<file path="src/rtl/divider_pkg.sv">
// Shared definitions for the restoring divider (datapath and controller).
package divider_pkg;

  localparam int unsigned DEFAULT_WIDTH = 8;

  // Total command cycles per division: one load+shift, then two per quotient bit.
  localparam int unsigned DIV_CYCLES = 1 + 2 * DEFAULT_WIDTH;

  // R-register source select encodings.
  typedef enum logic [1:0] {
    SEL_HOLD = 2'b00,
    SEL_ALU  = 2'b01,
    SEL_LOAD = 2'b10,
    SEL_PASS = 2'b11
  } sel_e;

endpackage

</file>
<file path="src/rtl/div_addsub.sv">
// WIDTH+1-bit add/subtract ALU: sum = a +/- {0,b}, wrapping; msb is the sign.
module div_addsub #(
  parameter int unsigned WIDTH = 8
) (
  input  logic [WIDTH:0]   a,
  input  logic [WIDTH-1:0] b,
  input  logic             add,
  output logic [WIDTH:0]   sum,
  output logic             msb
);

  logic [WIDTH:0] b_ext;

  assign b_ext = {1'b0, b};

  // Add when requested, otherwise subtract the zero-extended operand.
  always_comb begin
    sum = add ? (a + b_ext) : (a - b_ext);
    msb = sum[WIDTH];
  end

endmodule

</file>
<file path="src/rtl/divider_datapath.sv">
// Restoring-divider datapath: divisor, partial remainder and quotient
// registers, ALU sign feedback to the controller, and a result snapshot.
// Optional feature macro: DIV_ZERO_FLAG_EN adds a div_zero output flag.
module divider_datapath
  import divider_pkg::*;
#(
  parameter int unsigned WIDTH = DEFAULT_WIDTH
) (
  input  logic             clk,
  input  logic             reset,
  input  logic [WIDTH-1:0] dividend,
  input  logic [WIDTH-1:0] divisor,
  input  logic             load,
  input  logic             add,
  input  logic             shift,
  input  logic             inbit,
  input  logic [1:0]       sel,
  input  logic             valid,
  output logic             sign,
  output logic [WIDTH-1:0] quotient,
  output logic [WIDTH-1:0] remainder,
  output logic             result_ready
`ifdef DIV_ZERO_FLAG_EN
  ,
  output logic             div_zero
`endif
);

  logic [WIDTH-1:0] d_reg;
  logic [WIDTH:0]   r_reg;
  logic [WIDTH-1:0] q_reg;
  logic [WIDTH:0]   alu_out;
  logic [WIDTH:0]   rn;
  logic [WIDTH-1:0] qn;
  logic             add_g;
  logic             inbit_g;
  sel_e             sel_cmd;
  logic             unused_load;

  assign sel_cmd = sel_e'(sel);

  // Don't-care command bits are forced low so an undriven value never lands in state.
  assign add_g   = (sel_cmd == SEL_ALU) & add;
  assign inbit_g = shift & inbit;

  // load duplicates sel==SEL_LOAD; sel is authoritative.
  assign unused_load = load;

  div_addsub #(.WIDTH(WIDTH)) u_alu (
    .a   (r_reg),
    .b   (d_reg),
    .add (add_g),
    .sum (alu_out),
    .msb (sign)
  );

  // Pre-shift value of {R,Q} selected by the controller's sel command.
  always_comb begin
    rn = r_reg;
    qn = q_reg;
    case (sel_cmd)
      SEL_ALU:  rn = alu_out;
      SEL_LOAD: begin
        rn = '0;
        qn = dividend;
      end
      default:  ;
    endcase
  end

  // Working registers: divisor load and the optional left shift of {R,Q}.
  always_ff @(posedge clk or posedge reset) begin
    if (reset) begin
      d_reg <= '0;
      r_reg <= '0;
      q_reg <= '0;
    end else begin
      if (sel_cmd == SEL_LOAD)
        d_reg <= divisor;
      if (shift)
        {r_reg, q_reg} <= {rn[WIDTH-1:0], qn, inbit_g};
      else begin
        r_reg <= rn;
        q_reg <= qn;
      end
    end
  end

  // Result snapshot; the last shift doubled R, so the remainder is R[WIDTH:1].
  always_ff @(posedge clk or posedge reset) begin
    if (reset) begin
      quotient     <= '0;
      remainder    <= '0;
      result_ready <= 1'b0;
    end else if (valid) begin
      quotient     <= q_reg;
      remainder    <= r_reg[WIDTH:1];
      result_ready <= 1'b1;
    end
  end

`ifdef DIV_ZERO_FLAG_EN
  logic dz;

  // Zero-divisor flag tracked per load and snapshotted with the result.
  always_ff @(posedge clk or posedge reset) begin
    if (reset) begin
      dz       <= 1'b0;
      div_zero <= 1'b0;
    end else begin
      if (sel_cmd == SEL_LOAD)
        dz <= (divisor == '0);
      if (valid)
        div_zero <= dz;
    end
  end
`else
  // Without the flag a zero divisor simply yields an all-ones quotient.
`endif

endmodule

</file>
<file path="config.mk">
export PLATFORM = sky130hd
export DESIGN_NAME = divider_datapath
export DESIGN_NICKNAME = d
export VERILOG_FILES = /design/src/rtl/divider_pkg.sv /design/src/rtl/div_addsub.sv /design/src/rtl/divider_datapath.sv
export SDC_FILE = /design/constraint.sdc
export NUM_CORES = 1
export LEC_CHECK = 0
export BUFFER_PORTS_ARGS = -buffer_cell sky130_fd_sc_hd__buf_4
export CORE_MARGIN = 2
export CORE_UTILIZATION = 45
export CTS_CLUSTER_SIZE = 30
export DETAILED_ROUTE_END_ITERATION = 8
export PLACE_DENSITY_LB_ADDON = 0.2
export SLEW_MARGIN = 20
export SYNTH_ARGS = -nofsm -noshare
export SYNTH_HDL_FRONTEND = slang
export SYNTH_SLANG_ARGS = --single-unit
</file>
<file path="constraint.sdc">
create_clock -name clk -period 6.9 [get_ports clk]
set_input_delay 1.38 -clock clk [delete_from_list [all_inputs] [get_ports clk]]
set_output_delay 1.38 -clock clk [all_outputs]
set_load 0.05 [all_outputs]
</file>
Word level (Yosys, flattened, before mapping)
Index checks and enable logic that the tools add are counted.
{"block": "classes", "mux": 5, "n_addsub": 2, "eq_ne": 2, "bitwise": 2, "reduce_logical": 1}
{"cell": "9-bit two-way mux", "n": 2}
{"cell": "9-bit case mux with 2 select lines", "n": 1}
{"cell": "8-bit two-way mux", "n": 2}
{"cell": "9-bit by 8-bit adder with 9-bit output", "n": 1}
{"cell": "9-bit by 8-bit subtractor with 9-bit output", "n": 1}
{"cell": "3-bit nonzero test", "n": 1}
{"cell": "1-bit bitwise AND", "n": 2}
{"cell": "2-bit by 1-bit == test with 1-bit output, second input constant", "n": 1}
{"cell": "2-bit == test, second input constant", "n": 1}
{"block": "word_totals", "in_bits": 25, "output_inout_bits": 18, "register_bits": 42}

Depth between registers and ports, before layout
Gate-level depths: netlist of run 1.
{"block": "logic_depth", "word_depth": 5, "ltp_mapped": 12}

Cells and area by module
A second synthesis of run 1 with hierarchy kept.
{"block": "unflattened", "hier_cells": 203, "area_unflattened_um2": 2383.5}
{"mod": "divider_datapath", "cells_each": 130, "n_inst": 1, "seq_area_each_um2": 1051.0, "area_per_inst_um2": 1853.0}
{"mod": "div_addsub", "cells_each": 73, "n_inst": 1, "seq_area_each_um2": 0.0, "area_per_inst_um2": 530.5}

Least setup slack after synthesis of run 1
OpenSTA, ideal clock, no wires.
{"block": "synth_timing", "path_type": "input port to output port", "start": "input port sel[1]", "end": "output port sign", "n_path_buf": 0, "path_slack_ps": 2031, "arrival_time_ps": 3489, "path_stages": 12, "path_cell_list": "inv_1 ha_1 nand2_1 nand2_1 o21ai_1 inv_1 fa_1 nand3b_1 a21oi_1 nor4_1 nor3_1 nand2b_1"}
{"block": "synth_via", "elab_chain_len": 3}
{"item": "from (decl)", "line": "divider_datapath.sv:17", "text": "input logic [1:0] sel,"}
{"item": "2-bit by 1-bit == test with 1-bit output", "line": "divider_datapath.sv:43", "text": "assign add_g = (sel_cmd == SEL_ALU) & add;"}
{"item": "1-bit bitwise AND", "line": "divider_datapath.sv:43"}
{"item": "9-bit two-way mux", "line": "div_addsub.sv:18", "text": "sum = add ? (a + b_ext) : (a - b_ext);"}
{"item": "to (decl)", "line": "divider_datapath.sv:19", "text": "output logic sign,"}
No other way between the ends.

Worst setup path after layout of run 1
{"block": "layout_timing", "start": "input port sel[0]", "end": "output port sign"}
The elaborated chain is that of the path after synthesis.

==> reports/results.tsv, run 1 <==
stage	metric	value	unit
outcome	status	completed	
yosys	synthesis.nets	233	
placement	hpwl	3.20	mm
clock_network	clkSinkCount	42	
yosys	synthTopCellsByArea	dfrtp_1 (46%), mux2_2 (11%), ha_1 (7.1%)	
yosys	syn_avg_cell_area	11.9	sq um
yosys	synth_top_area_share	0.457	
critical_path	reg2reg_from	d_reg[0]$_DFFE_PP0P_	
critical_path	cp-startpoint	sel[0]	
critical_path	reg2reg_slack	4.02	ns
global_route	grt_overflow	0	
yosys	yosysSeqAreaShare	0.457	
clock_network	cts_setup_buffers	0	
timing	worstMarginPinSlew	0.978	ns
yosys	synth_adder_area_share	0.0794	
critical_path	cp-end-kind	output pin	
yosys	synth-xor-area-share	0.0381	
global_route	gr-usage-all-layers	0.165	
clock_network	cts_inserted_buffers	5	
floorplanning	initial_core_util	0.459	
yosys	synth_top_area_cell	dfrtp_1	
clock_network	cts_hold_buf	0	
timing	finalSetupViolations	0	
routing	wire_per_inst	13.9	microns
critical_path	crit_type	in -> out	
yosys	synth_compound_area_frac	0.116	
pwr	power_density	332	mW/mm^2
timing	fin_crit	5.19	ns
critical_path	crit_path_cell_trace	buf_4 -> ha_1 -> a21o_1 -> xnor2_1 -> ha_1 -> a21oi_1 -> a21oi_1 -> nor4_1 -> o21ai_0 -> nand2b_1 -> buf_4	
timing	skew	0.00784	ns
timing	max-slew-margin-rel	0.348	
worst_hold_path	hold_class	reg -> reg	
routing	remaining_drc_errors	0	
global_route	grt_pass1_vias	1506	
critical_path	cpPeakStageDelay	0.50	ns
floorplanning	dieHeight	75.5	microns
critical_path	crit_end	sign	
timing	rsz0062_at_grt	no	
critical_path	critPathRequiredTime	5.52	ns
pwr	p_leak	1.31	nW
timing	fin_setup_tns	0	ns
floorplanning	die_w	75.5	microns
clock_network	cts_root_buf	clkbuf_8	
clock_network	clkSlewWorstSetupHoldPaths	0.08	ns
yosys	ys.flop_type	dfrtp_1	
run	maxCapViolCount	0	
critical_path	cp.arrival	3.81	ns
yosys	synth_top_family_by_area	multiplexers	
placement	post_dp_cell_area	0.00268	sq mm
routing	viasPerCell	5.28	
critical_path	cp_max_fo	5	
clock_network	cts_tree	done	
yosys	synth_edf_count	0	
yosys	synthCells	194	
yosys	synth_commonest_cells	dfrtp_1 (42), mux2_2 (23), nand2_1 (15)	
final_layout	nets	275	
critical_path	slowest_stage	nor4_1	
final_layout	antennaDiodeCount	0	
clock_network	cts_resized	0	
critical_path	reg2reg_to	r_reg[7]$_DFF_PP0_	
critical_path	worst_r2r_path_depth	11	
floorplanning	dieArea	0.00570	sq mm
placement	gp_congestion	0.785	
global_route	grt_pass1_wl	7.15	mm
final_layout	syn_to_final_growth	22.6	%
routing	drtPass1Iterations	4	
yosys	synth.area.mux_share	0.203	
timing	max_freq	193	MHz
clock_network	insertion_delay	0.30	ns
timing	min_period_over_period	0.752	
global_route	antenna_found_initial	0	
routing	wl	4.27	mm
yosys	netlist_area	0.00230	sq mm
yosys	async_flop_share	1.00	
routing	vias	1622	
yosys	synth_seq_cells	42	
routing	drt_iter0_drc	76	
placement	numPortBuffers	41	
clock_network	clock_path_buffers	2	
global_route	grt_max_degree	43	
floorplanning	coreArea	0.00501	sq mm
final_layout	final_area	0.00282	sq mm
critical_path	cp-start-kind	input pin	
timing	finalMaxSlewViolations	0	
pwr	vdd_drop_max	0.000145	V
floorplanning	rows	26	
yosys	synth.distinct_cells	41	
yosys	synthSimpleGateAreaFrac	0.0734	
yosys	yosysWarnings	0	
timing	hold_viol	0	
final_layout	drive_gt1_frac	0.350	
yosys	synth_most_common_cell	dfrtp_1	
clock_network	htree_levels	2	
final_layout	largest_reg_flops	9	
routing	drtAntennaViolNets	0	
floorplanning	io-pin-count	43	
==> metrics by stage <==
stage | util | total power [mW] | setup WS [ns] | hold slack [ns] | std cells
after floorplan | - | 0.604 | 2.03 | 0.492 | 194
after global placement | 0.534 | 0.693 | 1.77 | 0.453 | 299
after detailed placement | 0.534 | 0.702 | 1.73 | 0.460 | 299
after CTS | 0.563 | 0.944 | 1.71 | 0.481 | 307
after global routing | 0.563 | 0.991 | 1.44 | 0.499 | 307
final | 0.563 | 0.936 | 1.71 | 0.481 | 307
==> logic make-up after synthesis <==
| kind of cell | after synthesis |
|---|---|
| AOI/OAI and AO/OA | 40 |
| xor gates and xnor gates | 10 |
| adders and majority gates | 14 |
| buffers and inverters | 20 |
| DFF | 42 |
| muxes | 35 |
| and+or+nand+nor | 33 |
==> final cells by class <==
type                    count  area (sq um)
flip-flops and latches     42          1050
fillers                   468          2190
well taps                  70          87.6
multi-input cells         132          1170
repair buffers             42           315
inverters                  13          48.8
clock buffers               6          82.6
clock inverters             2          60.1
==> worst min path at each step <==
| stage | slack [ns] | depth (start not counted) | end | startpoint |
|---|---|---|---|---|
| 4_1_cts | 0.48 | 1 | result_ready$_DFFE_PP0P_ | result_ready$_DFFE_PP0P_ |
| 2_1_floorplan | 0.49 | 1 | quotient[2]$_DFFE_PP0P_ | q_reg[2]$_DFF_PP0_ |
| 6_report | 0.48 | 1 | result_ready$_DFFE_PP0P_ | result_ready$_DFFE_PP0P_ |
| 5_1_grt | 0.50 | 1 | result_ready$_DFFE_PP0P_ | result_ready$_DFFE_PP0P_ |
| 3_5_place_dp | 0.46 | 1 | result_ready$_DFFE_PP0P_ | result_ready$_DFFE_PP0P_ |
| 3_3_place_gp | 0.45 | 1 | result_ready$_DFFE_PP0P_ | result_ready$_DFFE_PP0P_ |
==> critical path, delay by kind of cell <==
kind	cells	cell delay, ns
AO/OA/AOI/OAI	4	0.70
XOR/XNOR	1	0.26
adder cells (fa/ha/maj)	2	0.56
buffers and inverters	2	0.32
AND/OR/NAND/NOR	2	0.60
==> layout by cell type (no fill, tap or decap), types with 5 or more instances in the layout <==
cell | synthesis | final
buf_4 | 0 | 42
mux2_2 | 23 | 23
o21ai_0 | 6 | 6
mux2i_1 | 5 | 5
xnor2_1 | 7 | 7
clkbuf_8 | 0 | 6
nand2_1 | 15 | 15
mux4_2 | 7 | 7
ha_1 | 13 | 13
inv_1 | 13 | 13
a21oi_1 | 9 | 9
dfrtp_1 | 42 | 42
==> layer usage <==
layer | GRT usage | wire (microns) | part of all wire | vias to the layer above
li1 | - | - | - | 790
met1 | 0.229 | 2000 | 0.47 | 800
met2 | 0.260 | 2060 | 0.48 | 27
met3 | 0.0397 | 157 | 0.037 | 5
met4 | 0.0468 | 44 | 0.010 | 0
met5 | 0 | 0 | 0 | -
==> power breakdown <==
group	leakage [nW]	total, mW	switching, mW	internal, mW
logic	0.726	0.362	0.213	0.149
registers	0.508	0.334	0.0377	0.296
clock network	0.0714	0.240	0.0861	0.154
total	1.31	0.936	0.337	0.599
Power figures use the tool's default switching activity.
==> run 2: changes to the inputs <==
Clock period 6.9 ns to 4.6 ns, I/O delays scaled along.
==> run 2 against run 1 <==
Compared with the run above:
- first-iteration DRC count decreased by 2.6%
- non-clock buffer count unchanged
- largest cell class unchanged
- critical endpoint unchanged
- clock-buffer cell count increased by 1
- clock power about the same
- total power increased by 37%
- via count decreased by 0.74%
- design area decreased by 1.8%
==> reports/results.tsv, run 2 (synthesized netlist as in run 1, its figures left out) <==
stage	metric	value	unit
critical_path	cp_max_fo	5	
final_layout	largest_reg_flops	9	
routing	drtPass1Iterations	5	
clock_network	clkSinkCount	42	
routing	wire_per_inst	13.3	microns
global_route	grt_pass1_vias	1574	
timing	fin_setup_tns	0	ns
timing	finalMaxSlewViolations	0	
timing	max-slew-margin-rel	0.365	
timing	hold_viol	0	
global_route	grt_overflow	0	
clock_network	clock_path_buffers	2	
final_layout	fin_cells	307	
clock_network	cts_setup_buffers	0	
routing	drtAntennaViolNets	0	
final_layout	regArea	0.00105	sq mm
outcome	status	completed	
pwr	p_leak	1.28	nW
global_route	grt_pass1_wl	7.16	mm
final_layout	antennaDiodeCount	0	
clock_network	cts_inserted_buffers	5	
critical_path	critPathRequiredTime	3.68	ns
floorplanning	rows	26	
timing	fin_crit	4.21	ns
clock_network	clkSlewWorstSetupHoldPaths	0.08	ns
critical_path	cp.arrival	3.29	ns
timing	rsz0062_at_grt	no	
floorplanning	coreArea	0.00501	sq mm
placement	dpl.cell_count	299	
pwr	power_density	462	mW/mm^2
floorplanning	io-pin-count	43	
global_route	gr-usage-all-layers	0.162	
timing	finalSetupViolations	0	
placement	numPortBuffers	41	
worst_hold_path	hold_class	reg -> reg	
clock_network	cts_tree	done	
clock_network	htree_levels	2	
final_layout	layout_common_cells	dfrtp_1 (42), buf_4 (42), mux2_2 (23)	
clock_network	cts_hold_buf	0	
run	maxCapViolCount	0	
critical_path	crit_end	sign	
critical_path	crit_type	in -> out	
critical_path	worst_r2r_path_depth	11	
final_layout	num-fill-cells	474	
global_route	grt_max_degree	43	
critical_path	cp-start-kind	input pin	
routing	vias	1610	
routing	viasPerCell	5.24	
final_layout	syn_to_final_growth	20.3	%
final_layout	drive_gt1_frac	0.346	
placement	hpwl	3.14	mm
timing	min_period_over_period	0.915	
routing	drt_iter0_drc	74	
clock_network	cts_root_buf	clkbuf_8	
floorplanning	dieArea	0.00570	sq mm
placement	gp_congestion	0.786	
critical_path	cp-end-kind	output pin	
clock_network	cts_resized	0	
final_layout	multi_input_area	0.00117	sq mm
floorplanning	initial_core_util	0.459	
timing	skew	0.0101	ns
global_route	antenna_found_initial	0	
critical_path	reg2reg_from	d_reg[0]$_DFFE_PP0P_	
routing	wl	4.07	mm
pwr	vdd_drop_max	0.000230	V
final_layout	nets	275	
timing	worstMarginPinSlew	0.952	ns
critical_path	reg2reg_slack	1.72	ns
critical_path	reg2reg_to	r_reg[7]$_DFF_PP0_	
routing	remaining_drc_errors	0	
floorplanning	die_w	75.5	microns
timing	max_freq	238	MHz
clock_network	insertion_delay	0.29	ns
critical_path	cp-startpoint	sel[0]	
floorplanning	dieHeight	75.5	microns
-- run 2: where the power goes --
part	internal, mW	switching [mW]
sequential	0.444	0.0553
clock	0.121	0.121
combinational	0.223	0.315
-- run 2: layer usage --
metal  wire length, microns  part of all wire  track usage
met4                     35            0.0086       0.0409
met1                   1910              0.47        0.227
met2                   1980              0.49        0.264
met5                      0                 0            0
met3                    145             0.036       0.0278
-- run 2: worst min-delay path by stage --
stage | cells after the start | startpoint | endpoint | slack [ns]
final | 1 | result_ready$_DFFE_PP0P_ | result_ready$_DFFE_PP0P_ | 0.47
after global routing | 1 | result_ready$_DFFE_PP0P_ | result_ready$_DFFE_PP0P_ | 0.51
after CTS | 1 | result_ready$_DFFE_PP0P_ | result_ready$_DFFE_PP0P_ | 0.48
after detailed placement | 1 | result_ready$_DFFE_PP0P_ | result_ready$_DFFE_PP0P_ | 0.46
after global placement | 1 | result_ready$_DFFE_PP0P_ | result_ready$_DFFE_PP0P_ | 0.45
after floorplan | 1 | q_reg[2]$_DFF_PP0_ | quotient[2]$_DFFE_PP0P_ | 0.49
-- run 2: final cells by class --
class,count,share of cell area
clock buffers,7,0.0312
multi-input cells,132,0.424
clock inverters,1,0.00181
inverters,13,0.0176
well taps,70,0.0316
flip-flops and latches,42,0.380
repair buffers,42,0.114
-- run 2: worst max-delay path, stage by stage --
cell and delay [ns]:
buf_4 0.11, ha_1 0.25, a21o_1 0.21, xnor2_1 0.21, ha_1 0.30, a21oi_1 0.19, a21oi_1 0.13, nor4_1 0.49
o21ai_0 0.17, nand2b_1 0.10, buf_4 0.20
-- run 2: metrics by stage --
step / utilization / instance area, sq um / hold slack (ns) / setup WS, ns / total power [mW]
2_1_floorplan: - / 2300 / 0.492 / 0.651 / 0.906
3_3_place_gp: 0.534 / 2680 / 0.455 / 0.388 / 1.04
3_5_place_dp: 0.534 / 2680 / 0.461 / 0.370 / 1.05
4_1_cts: 0.552 / 2770 / 0.483 / 0.350 / 1.30
6_report: 0.552 / 2770 / 0.473 / 0.391 / 1.28
5_1_grt: 0.552 / 2770 / 0.515 / 0.0524 / 1.37
==> run 3: changes to the inputs <==
Settings changed: SYNTH_HIERARCHICAL set to 1.
==> run 3 against run 2 <==
Compared with the run above:
- die area is 3.5% higher
- routed wire length increased by 7.1%
- clock-buffer cell count did not move
- global-route usage down 0.74 points
- design area increased by 1.8%
- flip-flop and latch count unchanged
- sequential power rose by 2%
- non-clock buffer count increased by 2
- worst hold slack lost 0.0059 ns
- first-iteration DRC count is 20% lower
==> reports/results.tsv, run 3 <==
stage	metric	value	unit
clock_network	htree_levels	2	
pwr	p_sw_frac	0.375	
floorplanning	initial_core_util	0.467	
pwr	netSwitchingPower	0.526	mW
pwr	vdd_drop_max	0.000276	V
pwr	pwr-share-clk	0.198	
final_layout	largest_reg_flops	9	
yosys	syn_avg_cell_area	11.7	sq um
floorplanning	io-pin-count	43	
placement	gp_congestion	0.859	
final_layout	multi_input_area	0.00120	sq mm
routing	vias	1622	
placement	numPortBuffers	41	
yosys	ys.flop_type	dfrtp_1	
final_layout	num-fill-cells	472	
critical_path	cp.arrival	3.23	ns
critical_path	cp-startpoint	sel[1]	
final_layout	final_common_cell	buf_4	
routing	wl_met2	1.96	mm
timing	finalSetupViolations	0	
timing	worstMarginPinSlew	0.547	ns
outcome	status	completed	
critical_path	reg2reg_from	d_reg[0]$_DFFE_PP0P_	
yosys	synthTopCellsByArea	dfrtp_1 (44%), mux2_2 (14%), mux4_2 (6.6%)	
yosys	synth_commonest_cells	dfrtp_1 (42), mux2_2 (29), nand2_1 (15)	
global_route	gr-usage-all-layers	0.155	
final_layout	antennaDiodeCount	0	
yosys	synthCells	203	
final_layout	final_area	0.00282	sq mm
yosys	yosysSeqAreaShare	0.441	
worst_hold_path	hold_class	reg -> reg	
final_layout	finalCoreUtilization	0.552	
clock_network	clock_path_buffers	2	
routing	top_layer	met4	
pwr	power_density	498	mW/mm^2
final_layout	nets	280	
yosys	synth_seq_cells	42	
critical_path	cp-start-kind	input pin	
final_layout	syn_to_final_growth	18.2	%
yosys	netlist_area	0.00238	sq mm
timing	skew	0.00389	ns
clock_network	clkSinkCount	42	
yosys	synthesis.nets	240	
global_route	grt_pass1_wl	7.31	mm
pwr	p_leak	1.28	nW
critical_path	cp_max_fo	8	
timing	rsz0062_at_grt	no	
floorplanning	dieArea	0.00590	sq mm
clock_network	cts_setup_buffers	0	
critical_path	critPathRequiredTime	3.68	ns
clock_network	cts_inserted_buffers	5	
timing	fin_crit	4.15	ns
timing	finalMaxSlewViolations	0	
clock_network	insertion_delay	0.29	ns
placement	hpwl	3.32	mm
floorplanning	rows	26	
routing	wl	4.36	mm
floorplanning	die_w	76.8	microns
clock_network	cts_resized	0	
floorplanning	dieHeight	76.8	microns
yosys	synth_most_common_cell	dfrtp_1	
critical_path	cp_num_buf_inv	4	
yosys	synth_edf_count	0	
placement	dpl.cell_count	306	
pwr	power_frac_seq	0.364	
timing	max_freq	241	MHz
critical_path	crit_path_cell_trace	buf_4 -> inv_1 -> ha_1 -> and2_1 -> mux2_2 -> inv_1 -> fa_1 -> nor2b_4 -> o31a_1 -> o22ai_1 -> xnor2_1 -> buf_4	
pwr	pwr-share-comb	0.438	
clock_network	clkSlewWorstSetupHoldPaths	0.07	ns
timing	fin_setup_tns	0	ns
yosys	synth_top_area_cell	dfrtp_1	
routing	remaining_drc_errors	0	
routing	drtAntennaViolNets	0	
timing	hold_viol	0	
final_layout	drive_gt1_frac	0.365	
pwr	p_int	0.876	mW
yosys	synth.distinct_cells	42	
critical_path	cp_top_family	adder cells	
final_layout	regArea	0.00105	sq mm
clock_network	cts_tree	done	
critical_path	crit_type	in -> out	
clock_network	cts_hold_buf	0	
routing	drt_iter0_drc	59	
global_route	grt_overflow	0	
routing	wire_per_inst	13.9	microns
placement	post_dp_cell_area	0.00271	sq mm
timing	max-slew-margin-rel	0.635	
global_route	antenna_found_initial	0	
final_layout	fin_cells	314	
pwr	power	1.40	mW
worst_hold_path	min_from	result_ready$_DFFE_PP0P_	
routing	wl_met3	183	microns
critical_path	cp-end-kind	output pin	
run	maxCapViolCount	0	
clock_network	cts_root_buf	clkbuf_8	
yosys	synth_top_area_share	0.441	
critical_path	slowest_stage	fa_1	
final_layout	layout_common_cells	buf_4 (44), dfrtp_1 (42), mux2_2 (29)	
timing	min_period_over_period	0.902	
floorplanning	coreArea	0.00511	sq mm
yosys	async_flop_share	1.00	
routing	m1WireLength	2.18	mm
yosys	yosysWarnings	6	
critical_path	cpPeakStageDelay	0.46	ns
global_route	grt_max_degree	43	
routing	viasPerCell	5.17	
routing	drtPass1Iterations	4	
global_route	grt_pass1_vias	1509	
[run 3: layer usage]
layer  GRT usage  up-vias
li1            -      810
met1       0.227      771
met2       0.225       36
met3      0.0400        5
met4      0.0455        0
met5           0        -
[run 3: logic make-up after synthesis]
group / count (synthesis) / share of synthesized area
DFF: 42 / 0.441
and+or+nand+nor: 41 / 0.0903
muxes: 39 / 0.216
AOI/OAI and AO/OA: 34 / 0.0861
buffers and inverters: 23 / 0.0567
xor gates and xnor gates: 12 / 0.0441
adders and majority gates: 12 / 0.0661
[run 3: metrics by stage]
stage | hold slack (ns) | worst slack (ns)
floorplan | 0.492 | 0.0994
global placement | 0.451 | 0.420
detailed placement | 0.452 | 0.444
CTS | 0.471 | 0.415
global route | 0.508 | 0.214
finish | 0.467 | 0.449
[run 3: power by group through the flow]
stage / logic (mW) / clock network (mW) / registers (mW)
final: 0.614 / 0.278 / 0.510
after global routing: 0.666 / 0.306 / 0.524
after CTS: 0.618 / 0.288 / 0.510
after detailed placement: 0.616 / 0 / 0.517
after global placement: 0.608 / 0 / 0.513
after floorplan: 0.362 / 0 / 0.627
[run 3: cell type report]
| class | count | share of cell area |
|---|---|---|
| well taps | 70 | 0.0311 |
| clock inverters | 1 | 0.0107 |
| repair buffers | 44 | 0.117 |
| multi-input cells | 138 | 0.425 |
| inverters | 12 | 0.0160 |
| clock buffers | 7 | 0.0271 |
| flip-flops and latches | 42 | 0.373 |
[run 3: final timing paths]
kind / endpoint / slack [ns] / depth (start not counted)
max: sign / 0.45 / 12
min: result_ready$_DFFE_PP0P_ / 0.47 / 1
max reg2reg: r_reg[8]$_DFFE_PP0P_ / 1.65 / 11
min reg2reg: result_ready$_DFFE_PP0P_ / 0.47 / 1
max in group asynchronous: r_reg[5]$_DFF_PP0_ / 3.48 / 3
min in group asynchronous: quotient[2]$_DFFE_PP0P_ / 0.76 / 3
